--- src/rtl/v810_bus_arb_if.sv ---
// v810_bus_arb_if: fetch port, data port and external bus signals
// grouped for the V810 bus arbiter.
interface v810_bus_arb_if;
    logic        I_REQ;
    logic [31:0] I_A;
    logic [31:0] I_D;
    logic        I_ACK;
    logic        D_REQ;
    logic [31:0] D_A;
    logic [31:0] D_WD;
    logic [3:0]  D_BEn;
    logic [1:0]  D_ST;
    logic        D_RW;
    logic [31:0] D_RD;
    logic        D_ACK;
    logic        STALL;
    logic        BUS_ERR;
    logic [31:0] A;
    logic [31:0] DO;
    logic [31:0] DI;
    logic [3:0]  BEn;
    logic [1:0]  ST;
    logic        RW;
    logic        BCYSTn;
    logic        DAn;
    logic        READYn;

    modport master (
        input  I_REQ, I_A, D_REQ, D_A, D_WD, D_BEn, D_ST, D_RW,
        input  DI, READYn,
        output I_D, I_ACK, D_RD, D_ACK, STALL, BUS_ERR,
        output A, DO, BEn, ST, RW, BCYSTn, DAn
    );

    modport slave (
        output I_REQ, I_A, D_REQ, D_A, D_WD, D_BEn, D_ST, D_RW,
        output DI, READYn,
        input  I_D, I_ACK, D_RD, D_ACK, STALL, BUS_ERR,
        input  A, DO, BEn, ST, RW, BCYSTn, DAn
    );
endinterface

--- src/rtl/v810_bus_arb.sv ---
// v810_bus_arb: merges the V810 fetch and data ports onto one
// external bus and runs the IDLE/T1/T2 bus cycle machine.
module v810_bus_arb #(
    parameter int unsigned TIMEOUT_CYCLES = 255,
    parameter logic [1:0]  ST_FETCH       = 2'b10
) (
    input logic            CLK,
    input logic            RES,
    input logic            CE,
    v810_bus_arb_if.master bus
);
    typedef enum logic [1:0] {
        S_IDLE,
        S_T1,
        S_T2
    } state_t;

    localparam logic [10:0] TO = 11'(TIMEOUT_CYCLES);

    state_t      r_state;
    state_t      w_state_nxt;
    logic [9:0]  r_cnt;
    logic        r_last_d;
    logic        r_gnt_d;
    logic [31:0] r_a;
    logic [31:0] r_do;
    logic [3:0]  r_ben;
    logic [1:0]  r_st;
    logic        r_rw;
    logic        r_bcyst_n;
    logic        r_da_n;
    logic        r_i_ack;
    logic        r_d_ack;
    logic [31:0] r_i_d;
    logic [31:0] r_d_rd;
    logic        r_bus_err;

    logic        w_i_pend;
    logic        w_d_pend;
    logic        w_start;
    logic        w_sel_d;
    logic        w_done;
    logic        w_err;
    logic [10:0] w_cnt_inc;

    // A REQ still high in its own ACK cycle is the old request.
    always_comb begin
        w_i_pend    = bus.I_REQ & ~r_i_ack;
        w_d_pend    = bus.D_REQ & ~r_d_ack;
        w_cnt_inc   = {1'b0, r_cnt} + 11'd1;
        w_state_nxt = r_state;
        w_start     = 1'b0;
        w_sel_d     = 1'b0;
        w_done      = 1'b0;
        w_err       = 1'b0;
        unique case (r_state)
            S_IDLE: begin
                if (w_i_pend | w_d_pend) begin
                    w_start     = 1'b1;
                    w_sel_d     = w_d_pend & (~w_i_pend | ~r_last_d);
                    w_state_nxt = S_T1;
                end
            end
            S_T1: w_state_nxt = S_T2;
            S_T2: begin
                if (!bus.READYn) begin
                    w_done = 1'b1;
                end else if (w_cnt_inc >= TO) begin
                    w_done = 1'b1;
                    w_err  = 1'b1;
                end
                if (w_done) begin
                    if (r_gnt_d ? w_i_pend : w_d_pend) begin
                        w_start     = 1'b1;
                        w_sel_d     = ~r_gnt_d;
                        w_state_nxt = S_T1;
                    end else begin
                        w_state_nxt = S_IDLE;
                    end
                end
            end
            default: w_state_nxt = S_IDLE;
        endcase
    end

    // State register.
    always_ff @(posedge CLK) begin
        if (RES) begin
            r_state <= S_IDLE;
        end else if (CE) begin
            r_state <= w_state_nxt;
        end
    end

    // Bus outputs, wait counter, grant history and return data.
    always_ff @(posedge CLK) begin
        if (RES) begin
            r_cnt     <= '0;
            r_last_d  <= 1'b0;
            r_gnt_d   <= 1'b0;
            r_a       <= '0;
            r_do      <= '0;
            r_ben     <= 4'hF;
            r_st      <= 2'b00;
            r_rw      <= 1'b1;
            r_bcyst_n <= 1'b1;
            r_da_n    <= 1'b1;
            r_i_ack   <= 1'b0;
            r_d_ack   <= 1'b0;
            r_i_d     <= '0;
            r_d_rd    <= '0;
            r_bus_err <= 1'b0;
        end else if (CE) begin
            r_bcyst_n <= ~(w_state_nxt == S_T1);
            r_da_n    <= ~(w_state_nxt == S_T1 || w_state_nxt == S_T2);
            r_i_ack   <= w_done & ~r_gnt_d;
            r_d_ack   <= w_done & r_gnt_d;
            r_bus_err <= w_err;
            if (r_state == S_T1) begin
                r_cnt <= '0;
            end else if (r_state == S_T2 && bus.READYn && !w_done) begin
                r_cnt <= w_cnt_inc[9:0];
            end
            if (w_done) begin
                if (w_err) begin
                    if (r_gnt_d) r_d_rd <= '0;
                    else         r_i_d  <= '0;
                end else if (r_rw) begin
                    if (r_gnt_d) r_d_rd <= bus.DI;
                    else         r_i_d  <= bus.DI;
                end
            end
            if (w_start) begin
                r_gnt_d  <= w_sel_d;
                r_last_d <= w_sel_d;
                if (w_sel_d) begin
                    r_a   <= bus.D_A;
                    r_ben <= bus.D_BEn;
                    r_st  <= bus.D_ST;
                    r_rw  <= bus.D_RW;
                    if (!bus.D_RW) r_do <= bus.D_WD;
                end else begin
                    r_a   <= bus.I_A;
                    r_ben <= 4'h0;
                    r_st  <= ST_FETCH;
                    r_rw  <= 1'b1;
                end
            end
        end
    end

    assign bus.STALL   = (bus.I_REQ & ~r_i_ack) | (bus.D_REQ & ~r_d_ack);
    assign bus.I_D     = r_i_d;
    assign bus.I_ACK   = r_i_ack;
    assign bus.D_RD    = r_d_rd;
    assign bus.D_ACK   = r_d_ack;
    assign bus.BUS_ERR = r_bus_err;
    assign bus.A       = r_a;
    assign bus.DO      = r_do;
    assign bus.BEn     = r_ben;
    assign bus.ST      = r_st;
    assign bus.RW      = r_rw;
    assign bus.BCYSTn  = r_bcyst_n;
    assign bus.DAn     = r_da_n;
endmodule

--- src/flat_wrapper.sv ---
// flat-port wrapper written by rule: the top's interface ports become plain ports
module v810_bus_arb_flat 
#(
    parameter int unsigned TIMEOUT_CYCLES = 255,
    parameter logic [1:0]  ST_FETCH       = 2'b10
)
  (CLK, RES, CE, bus_I_REQ, bus_I_A, bus_D_REQ, bus_D_A, bus_D_WD, bus_D_BEn, bus_D_ST, bus_D_RW, bus_DI, bus_READYn, bus_I_D, bus_I_ACK, bus_D_RD, bus_D_ACK, bus_STALL, bus_BUS_ERR, bus_A, bus_DO, bus_BEn, bus_ST, bus_RW, bus_BCYSTn, bus_DAn);
  v810_bus_arb_if bus_i ();
  input logic CLK;
  input logic RES;
  input logic CE;
  input wire logic [$bits(bus_i.I_REQ)-1:0] bus_I_REQ;
  input wire logic [$bits(bus_i.I_A)-1:0] bus_I_A;
  input wire logic [$bits(bus_i.D_REQ)-1:0] bus_D_REQ;
  input wire logic [$bits(bus_i.D_A)-1:0] bus_D_A;
  input wire logic [$bits(bus_i.D_WD)-1:0] bus_D_WD;
  input wire logic [$bits(bus_i.D_BEn)-1:0] bus_D_BEn;
  input wire logic [$bits(bus_i.D_ST)-1:0] bus_D_ST;
  input wire logic [$bits(bus_i.D_RW)-1:0] bus_D_RW;
  input wire logic [$bits(bus_i.DI)-1:0] bus_DI;
  input wire logic [$bits(bus_i.READYn)-1:0] bus_READYn;
  output wire logic [$bits(bus_i.I_D)-1:0] bus_I_D;
  output wire logic [$bits(bus_i.I_ACK)-1:0] bus_I_ACK;
  output wire logic [$bits(bus_i.D_RD)-1:0] bus_D_RD;
  output wire logic [$bits(bus_i.D_ACK)-1:0] bus_D_ACK;
  output wire logic [$bits(bus_i.STALL)-1:0] bus_STALL;
  output wire logic [$bits(bus_i.BUS_ERR)-1:0] bus_BUS_ERR;
  output wire logic [$bits(bus_i.A)-1:0] bus_A;
  output wire logic [$bits(bus_i.DO)-1:0] bus_DO;
  output wire logic [$bits(bus_i.BEn)-1:0] bus_BEn;
  output wire logic [$bits(bus_i.ST)-1:0] bus_ST;
  output wire logic [$bits(bus_i.RW)-1:0] bus_RW;
  output wire logic [$bits(bus_i.BCYSTn)-1:0] bus_BCYSTn;
  output wire logic [$bits(bus_i.DAn)-1:0] bus_DAn;
  assign bus_i.I_REQ = bus_I_REQ;
  assign bus_i.I_A = bus_I_A;
  assign bus_i.D_REQ = bus_D_REQ;
  assign bus_i.D_A = bus_D_A;
  assign bus_i.D_WD = bus_D_WD;
  assign bus_i.D_BEn = bus_D_BEn;
  assign bus_i.D_ST = bus_D_ST;
  assign bus_i.D_RW = bus_D_RW;
  assign bus_i.DI = bus_DI;
  assign bus_i.READYn = bus_READYn;
  assign bus_I_D = bus_i.I_D;
  assign bus_I_ACK = bus_i.I_ACK;
  assign bus_D_RD = bus_i.D_RD;
  assign bus_D_ACK = bus_i.D_ACK;
  assign bus_STALL = bus_i.STALL;
  assign bus_BUS_ERR = bus_i.BUS_ERR;
  assign bus_A = bus_i.A;
  assign bus_DO = bus_i.DO;
  assign bus_BEn = bus_i.BEn;
  assign bus_ST = bus_i.ST;
  assign bus_RW = bus_i.RW;
  assign bus_BCYSTn = bus_i.BCYSTn;
  assign bus_DAn = bus_i.DAn;
  v810_bus_arb #(.TIMEOUT_CYCLES(TIMEOUT_CYCLES), .ST_FETCH(ST_FETCH)) u_core (.CLK(CLK), .RES(RES), .CE(CE), .bus(bus_i));
endmodule
--- config.mk ---
export PLATFORM = sky130hd
export DESIGN_NAME = v810_bus_arb_flat
export DESIGN_NICKNAME = d
export VERILOG_FILES = /design/src/rtl/v810_bus_arb_if.sv /design/src/rtl/v810_bus_arb.sv /design/src/flat_wrapper.sv
export SDC_FILE = /design/constraint.sdc
export NUM_CORES = 1
export LEC_CHECK = 0
export CORE_ASPECT_RATIO = 0.8
export CORE_MARGIN = 5
export CORE_UTILIZATION = 47
export CTS_BUF_LIST = sky130_fd_sc_hd__clkbuf_2 sky130_fd_sc_hd__clkbuf_4 sky130_fd_sc_hd__clkbuf_8
export CTS_CLUSTER_SIZE = 10
export DETAILED_ROUTE_END_ITERATION = 6
export GPL_ROUTABILITY_DRIVEN = 0
export PLACE_DENSITY_LB_ADDON = 0.05
export SLEW_MARGIN = 20
export SYNTH_ARGS = -nofsm -noshare
export SYNTH_HDL_FRONTEND = slang
export SYNTH_SLANG_ARGS = --single-unit
--- constraint.sdc ---
create_clock -name CLK -period 5 [get_ports CLK]
set_clock_uncertainty 0.15 [all_clocks]
set_input_delay 1.5 -clock CLK [delete_from_list [all_inputs] [get_ports CLK]]
set_output_delay 1.5 -clock CLK [all_outputs]
set_load 0.01 [all_outputs]
==> load_flow_metrics.sql, run 1 <==
INSERT INTO impl_metrics (metric_group, metric, value, unit) VALUES
('outcome', 'run_status', 'finished clean', ''),
('final_layout', 'final.fill_count', '1030', ''),
('logic_synthesis', 'ys.warnings.count', '0', ''),
('clock_tree', 'cts.clk_slew.worst_paths', '80', 'ps'),
('timing', 'fin_ws', '423', 'ps'),
('worst_setup_path', 'cp_max_fo', '3', ''),
('worst_setup_path', 'timing.critical_path.to_type', 'primary output', ''),
('logic_synthesis', 'number_of_flops_mapped_to_enable_cells_by_yosys', '0', ''),
('placed_design', 'port_buffers', '281', ''),
('power', 'p_comb_share', '17.9', '%'),
('logic_synthesis', 'synth_top_cell_by_area', 'sky130_fd_sc_hd__dfxtp_1', ''),
('global_route', 'overall_track_demand_over_capacity_in_global_routing', '24.2', '%'),
('clock_tree', 'ctsResizeCount', '0', ''),
('clock_tree', 'ctsRootBufferMaster', 'sky130_fd_sc_hd__clkbuf_8', ''),
('drt', 'routed-via-count', '6353', ''),
('worst_setup_path', 'worst_ep_arrival_time', '2930', 'ps'),
('clock_tree', 'cts.htree.levels', '4', ''),
('logic_synthesis', 'cell_count_after_synthesis', '744', ''),
('final_layout', 'layout-drive-gt1-share', '11.6', '%'),
('logic_synthesis', 'synth_sequential_area_ratio', '46.6', '%'),
('worst_setup_path', 'worst_ep_required_time', '3350', 'ps'),
('power', 'net_load_switching_power', '722', 'µW'),
('logic_synthesis', 'ys.flop_type', 'sky130_fd_sc_hd__dfxtp_1', ''),
('power', 'irDropWorstVdd', '206', 'µV'),
('timing', 'setup_viol', '0', ''),
('min_path', 'holdCritPathClass', 'register to register', ''),
('timing', 'fin_tns_setup', '0', 'ps'),
('worst_setup_path', 'worstSetupPathType', 'input port to primary output', ''),
('power', 'p_leak', '0.00358', 'µW'),
('clock_tree', 'cts_tree', 'yes', ''),
('drt', 'routed_wire_length_per_instance', '17.3', 'µm'),
('drt', 'final_antenna_net_count', '0', ''),
('power', 'internal_pwr_total', '2060', 'µW'),
('logic_synthesis', 'netlist_area', '6570', 'µm²'),
('global_route', 'grt_first_pass_wirelength', '32.0', 'mm'),
('die', 'initial_utilization', '48.2', '%'),
('logic_synthesis', 'asyncSetResetFlopFracSynth', '0', '%'),
('die', 'rows', '38', ''),
('clock_tree', 'worst_skew_pair.late_latency', '440', 'ps'),
('logic_synthesis', 'syn_area_per_cell', '8.83', 'µm²'),
('power', 'clock_power_share', '35.4', '%'),
('timing', 'grt_setup_unrepaired', 'no', ''),
('drt', 'detail_route.iter0.violations', '558', ''),
('logic_synthesis', 'syn-num-nets', '888', ''),
('final_layout', 'layout_commonest_cell', 'sky130_fd_sc_hd__clkdlybuf4s50_1', ''),
('worst_setup_path', 'delay_heaviest_family_cp', 'buffers and inverters', ''),
('drt', 'wire_length_after_detailed_routing', '20.5', 'mm'),
('worst_setup_path', 'critical_path.n_buffers_inverters', '3', ''),
('logic_synthesis', 'count_of_cell_types_in_the_netlist', '52', ''),
('power', 'seqPwrFrac', '46.7', '%'),
('worst_setup_path', 'critical_path.cell_chain', 'clkdlybuf4s50_1 > nand2b_1 > and2_1 > inv_1 > clkdlybuf4s50_1', ''),
('worst_setup_path', 'setup.worst_path.start', 'bus_I_REQ', ''),
('final_layout', 'num_antenna_cells', '0', ''),
('clock_tree', 'cts_inserted_buffers', '17', ''),
('timing', 'timing.fmax', '0.218', 'GHz'),
('die', 'width_of_the_die', '142', 'µm'),
('worst_setup_path', 'critPathLaunchType', 'input port', ''),
('clock_tree', 'sinks_on_the_clock_net', '153', ''),
('global_route', 'first_global_vias', '6391', ''),
('worst_setup_path', 'top_cell_by_count_worst_path', 'sky130_fd_sc_hd__clkdlybuf4s50_1', ''),
('clock_tree', 'clock_path_buffers', '2', ''),
('final_layout', 'layout-area-overhead-vs-synth', '48.8', '%'),
('final_layout', 'layout_common_cells', 'sky130_fd_sc_hd__clkdlybuf4s50_1 (280), sky130_fd_sc_hd__dfxtp_1 (153), sky130_fd_sc_hd__nand2_1 (112)', ''),
('global_route', 'grt_antenna_before_repair', '0', ''),
('global_route', 'grt_max_degree', '67', ''),
('logic_synthesis', 'cell_types_occupying_the_most_area_after_synthesis', 'sky130_fd_sc_hd__dfxtp_1 (47%), sky130_fd_sc_hd__nand2_1 (6.5%), sky130_fd_sc_hd__a21oi_1 (6.1%), sky130_fd_sc_hd__a211oi_2 (5.5%), sky130_fd_sc_hd__nand3_1 (5.4%)', ''),
('global_route', 'grt_overflow_total', '0', ''),
('drt', 'first_pass_iters', '5', ''),
('timing', 'max_slew_margin', '45.1', '%'),
('die', 'die_area', '16500', 'µm²'),
('clock_tree', 'cts_setup_buffers', '0', '');
sequential cells by signal, summed over array words and instances (netlist names):
register and count:
u_core.bus.D_ACK 1, u_core.bus.I_ACK 1, u_core.bus.BUS_ERR 1, u_core.bus.D_RD 32, u_core.bus.A 32, u_core.r_cnt 10
u_core.r_state 2, u_core.bus.BEn 4, u_core.bus.ST 2, u_core.bus.I_D 32, u_core.bus.BCYSTn 1, u_core.r_last_d 1
u_core.bus.RW 1, u_core.bus.DO 32, u_core.bus.DAn 1
stage by stage:
| stage | instances | hold slack, ps |
|---|---|---|
| after global placement | 1153 | 292 |
| after floorplan | 744 | 316 |
| after global routing | 1185 | 333 |
| after detailed placement | 1153 | 297 |
| after CTS | 1185 | 308 |
| final | 1185 | 307 |
worst min-delay path, delay by kind of cell (launching register included):
kind               cells  cell delay [ps]
and+or+nand+nor        1               50
DFF                    1              310
AOI/OAI and AO/OA      1               50
worst paths after layout:
path                             end  slack, ps  cells after the start
hold reg to reg   u_core.bus.I_D[17]        310                      2
setup / recovery           bus_STALL        420                      5
setup reg to reg    u_core.bus.A[17]       1560                      9
hold / removal    u_core.bus.I_D[17]        310                      2
layer usage:
layer	global-route usage (%)	share of wire [%]
met5	0	0
met4	8.76	2.8
met2	41.9	49
met1	27.6	40
met3	8.62	8.1
power groups by stage:
stage               clock network, µW  registers (µW)  logic, µW
CTS                              1010            1300        502
global route                     1060            1300        536
finish                            984            1300        499
floorplan                           0            1340        230
global placement                    0            1320        487
detailed placement                  0            1330        498
cells by family after synthesis:
kind of cell | count (synthesis) | share of synthesized area [%]
mux | 34 | 5.18
flops | 153 | 46.6
simple gates | 306 | 20.8
fa+ha+maj | 3 | 0.571
buf+inv | 69 | 6.15
compound gates | 179 | 20.7
final cells by class:
type | instances | area (µm²) | share of cell area [%]
inverter | 5 | 18.8 | 0.192
multi-input combinational | 522 | 3140 | 32.1
sequential | 153 | 3060 | 31.3
tap | 180 | 225 | 2.30
timing repair buffer | 293 | 2910 | 29.8
clock inverter | 11 | 146 | 1.50
clock buffer | 21 | 277 | 2.83
synthesized netlist by cell type, types with 2 or more instances:
cell / instances
sky130_fd_sc_hd__a31oi_1: 4
sky130_fd_sc_hd__nor2b_1: 4
sky130_fd_sc_hd__a221o_1: 4
sky130_fd_sc_hd__nand2b_1: 9
sky130_fd_sc_hd__nor3b_1: 2
sky130_fd_sc_hd__o21ai_0: 8
sky130_fd_sc_hd__buf_4: 7
sky130_fd_sc_hd__mux2i_1: 34
sky130_fd_sc_hd__a211oi_2: 29
sky130_fd_sc_hd__and2_1: 3
sky130_fd_sc_hd__a21oi_2: 30
sky130_fd_sc_hd__a31o_1: 2
sky130_fd_sc_hd__buf_6: 7
sky130_fd_sc_hd__nand4_1: 4
sky130_fd_sc_hd__or3_1: 6
sky130_fd_sc_hd__ha_1: 3
sky130_fd_sc_hd__clkbuf_1: 32
sky130_fd_sc_hd__o21a_1: 2
sky130_fd_sc_hd__and3_1: 4
sky130_fd_sc_hd__nor3_1: 2
sky130_fd_sc_hd__nand2_1: 113
sky130_fd_sc_hd__a211oi_1: 5
sky130_fd_sc_hd__a21oi_1: 80
sky130_fd_sc_hd__buf_12: 3
sky130_fd_sc_hd__nor2_1: 80
sky130_fd_sc_hd__buf_2: 14
sky130_fd_sc_hd__inv_1: 5
sky130_fd_sc_hd__dfxtp_1: 153
sky130_fd_sc_hd__nand3_1: 71
sky130_fd_sc_hd__o211ai_1: 2
Note: power is estimated with default switching activity, not from simulation.
==> run 2: changes to the inputs <==
--- a/config.mk
+++ b/config.mk
@@ -12,7 +12,7 @@
 export CTS_CLUSTER_SIZE = 10
 export DETAILED_ROUTE_END_ITERATION = 6
 export GPL_ROUTABILITY_DRIVEN = 0
-export PLACE_DENSITY_LB_ADDON = 0.05
+export PLACE_DENSITY_LB_ADDON = 0.3
 export SLEW_MARGIN = 20
 export SYNTH_ARGS = -nofsm -noshare
 export SYNTH_HDL_FRONTEND = slang
==> load_flow_metrics.sql, run 2 (same netlist as run 1, synthesis figures left out) <==
INSERT INTO impl_metrics (metric_group, metric, value, unit) VALUES
('outcome', 'run_status', 'finished clean', ''),
('timing', 'grt_setup_unrepaired', 'no', ''),
('drt', 'remaining_drc_errors', '0', ''),
('worst_setup_path', 'critPathLaunchType', 'input port', ''),
('placed_design', 'placed_area', '9390', 'µm²'),
('clock_tree', 'cts_tree', 'yes', ''),
('die', 'die_area', '16500', 'µm²'),
('die', 'pin_count', '282', ''),
('final_layout', 'num_antenna_cells', '0', ''),
('drt', 'routed_wire_length_per_instance', '16.7', 'µm'),
('power', 'powerDensity', '279', 'nW/µm²'),
('min_path', 'hold_path_end', 'u_core.bus.D_RD[9]', ''),
('worst_setup_path', 'critical_path.cell_chain', 'clkdlybuf4s50_1 > nand2b_1 > and2_1 > inv_1 > clkdlybuf4s50_1', ''),
('timing', 'fin_tns_setup', '0', 'ps'),
('power', 'net_load_switching_power', '778', 'µW'),
('worst_setup_path', 'critical_path.slowest_cell', 'sky130_fd_sc_hd__clkdlybuf4s50_1', ''),
('worst_setup_path', 'cp_max_fo', '3', ''),
('min_path', 'hold_depth', '2', ''),
('clock_tree', 'cts.htree.levels', '4', ''),
('drt', 'routed-via-count', '6297', ''),
('die', 'initial_utilization', '48.2', '%'),
('global_route', 'grt_antenna_before_repair', '0', ''),
('global_route', 'first_global_vias', '6167', ''),
('drt', 'met2_wirelength_from_detailed_routing', '9.46', 'mm'),
('die', 'core', '13600', 'µm²'),
('global_route', 'grt_overflow_total', '0', ''),
('drt', 'routed_via_density', '5.30', ''),
('clock_tree', 'cts_inserted_buffers', '17', ''),
('clock_tree', 'ctsResizeCount', '0', ''),
('die', 'rows', '38', ''),
('worst_setup_path', 'delay_heaviest_family_cp', 'buffers and inverters', ''),
('final_layout', 'layout-area-overhead-vs-synth', '48.9', '%'),
('timing', 'timing.fmax', '0.218', 'GHz'),
('placed_design', 'port_buffers', '281', ''),
('drt', 'detail_route.iter0.violations', '352', ''),
('drt', 'highest-signal-layer', 'met4', ''),
('worst_setup_path', 'critical_register_to_register_path_endpoint', 'u_core.bus.A[4]', ''),
('drt', 'final_antenna_net_count', '0', ''),
('global_route', 'grt_first_pass_wirelength', '31.2', 'mm'),
('clock_tree', 'sinks_on_the_clock_net', '153', ''),
('clock_tree', 'cts.clk_slew.worst_paths', '80', 'ps'),
('power', 'irDropWorstVdd', '215', 'µV'),
('worst_setup_path', 'reg2reg_setup_slack', '1660', 'ps'),
('final_layout', 'layout-drive-gt1-share', '11.8', '%'),
('power', 'clock_power_share', '34.1', '%'),
('timing', 'timing.final.max_slew_violations', '0', ''),
('power', 'internal_pwr_total', '1950', 'µW'),
('timing', 'min_period_over_period', '91.7', '%'),
('final_layout', 'layout_common_cells', 'sky130_fd_sc_hd__clkdlybuf4s50_1 (280), sky130_fd_sc_hd__dfxtp_1 (153), sky130_fd_sc_hd__nand2_1 (112)', ''),
('timing', 'report.final.hold_viol_count', '0', ''),
('power', 'seqPwrFrac', '47.5', '%'),
('worst_setup_path', 'worst_ep_required_time', '3350', 'ps'),
('clock_tree', 'ctsRootBufferMaster', 'sky130_fd_sc_hd__clkbuf_8', ''),
('die', 'width_of_the_die', '142', 'µm'),
('clock_tree', 'clock_path_buffers', '2', ''),
('worst_setup_path', 'r2r-start', 'u_core.r_cnt[0]', ''),
('worst_setup_path', 'rr_worst_depth', '9', ''),
('worst_setup_path', 'timing.critical_path.to_type', 'primary output', ''),
('final_layout', 'stdcell_area', '9790', 'µm²'),
('clock_tree', 'cts_setup_buffers', '0', ''),
('timing', 'max_slew_margin', '49.9', '%'),
('drt', 'route.layer.met1.wl', '8.28', 'mm'),
('power', 'p_comb_share', '18.4', '%'),
('worst_setup_path', 'worstSetupPathType', 'input port to primary output', ''),
('power', 'power_switching_share', '28.5', '%'),
('die', 'dieHeight', '116', 'µm'),
('worst_setup_path', 'critical_path.n_buffers_inverters', '3', ''),
('worst_setup_path', 'slowest_cell_delay_on_critical_path', '570', 'ps'),
('drt', 'met3_length', '1.74', 'mm'),
('drt', 'first_pass_iters', '5', ''),
('power', 'p_leak', '0.00360', 'µW'),
('clock_tree', 'worst_skew_pair.late_latency', '440', 'ps'),
('timing', 'worst_slew_pin_slew', '751', 'ps'),
('timing', 'layout_min_cycle_time', '4590', 'ps'),
('worst_setup_path', 'top_cell_by_count_worst_path', 'sky130_fd_sc_hd__clkdlybuf4s50_1', ''),
('drt', 'wire_length_after_detailed_routing', '19.9', 'mm'),
('worst_setup_path', 'worst_ep_arrival_time', '2940', 'ps'),
('placed_design', 'hpwlAfterDp', '14.4', 'mm'),
('min_path', 'holdCritStartpoint', 'u_core.bus.D_RD[9]', ''),
('global_route', 'overall_track_demand_over_capacity_in_global_routing', '23.5', '%'),
('timing', 'setup_viol', '0', ''),
('job', 'cap_viol_max_count', '0', ''),
('global_route', 'grt_max_degree', '65', ''),
('final_layout', 'layout_commonest_cell', 'sky130_fd_sc_hd__clkdlybuf4s50_1', ''),
('min_path', 'holdCritPathClass', 'register to register', ''),
('final_layout', 'final_net_count', '1138', ''),
('clock_tree', 'hold_buffers', '0', '');
-- run 2: cell count changes in the layout (fill, tap and decap cells not counted), sizes merged --
| cell | before | now |
|---|---|---|
| inv | 5 | 15 |
| clkbuf | 21 | 17 |
| clkinv | 3 | 2 |
| clkinvlp | 5 | 2 |
| buf | 13 | 15 |
| bufinv | 3 | 1 |
-- run 2: metal layers --
layer	GRT usage [%]	up-vias
li1	-	3095
met1	29.5	2957
met2	38.6	214
met3	7.63	31
met4	7.67	0
met5	0	-
-- run 2: how the worst max path moves through the flow --
stage | depth (start not counted) | start | to | slack [ps]
2_1_floorplan | 3 | bus_I_REQ | bus_STALL | 1520
3_3_place_gp | 5 | bus_I_REQ | bus_STALL | 470
3_5_place_dp | 5 | bus_I_REQ | bus_STALL | 430
4_1_cts | 5 | bus_I_REQ | bus_STALL | 420
5_1_grt | 5 | bus_I_REQ | bus_STALL | 370
6_report | 5 | bus_I_REQ | bus_STALL | 410
-- run 2: area by class of cell --
cell class	instances	area, µm²
tap	180	225
sequential	153	3060
fill	1072	3860
clock inverter	15	155
multi-input combinational	522	3140
clock buffer	17	234
timing repair buffer	295	2950
inverter	5	18.8
-- run 2: stage by stage --
stage	hold WS [ps]	worst slack, ps	total power (µW)	instances	utilization, %
2_1_floorplan	316	1520	1570	744	-
3_3_place_gp	291	468	1820	1155	68.8
3_5_place_dp	297	431	1830	1155	68.8
4_1_cts	309	425	2760	1187	71.7
5_1_grt	331	368	2860	1187	71.7
6_report	307	413	2730	1187	71.7
-- run 2: power by group through the flow --
stage | clock network, µW | logic [µW] | registers (µW)
global placement | 0 | 498 | 1320
CTS | 956 | 507 | 1300
finish | 930 | 503 | 1300
floorplan | 0 | 230 | 1340
global route | 1020 | 541 | 1300
detailed placement | 0 | 505 | 1320
-- run 2: worst min-delay path, cell delays in order (launching register included) --
cell and delay (ps):
sky130_fd_sc_hd__dfxtp_1 310, sky130_fd_sc_hd__nand2_1 50, sky130_fd_sc_hd__a21oi_1 50
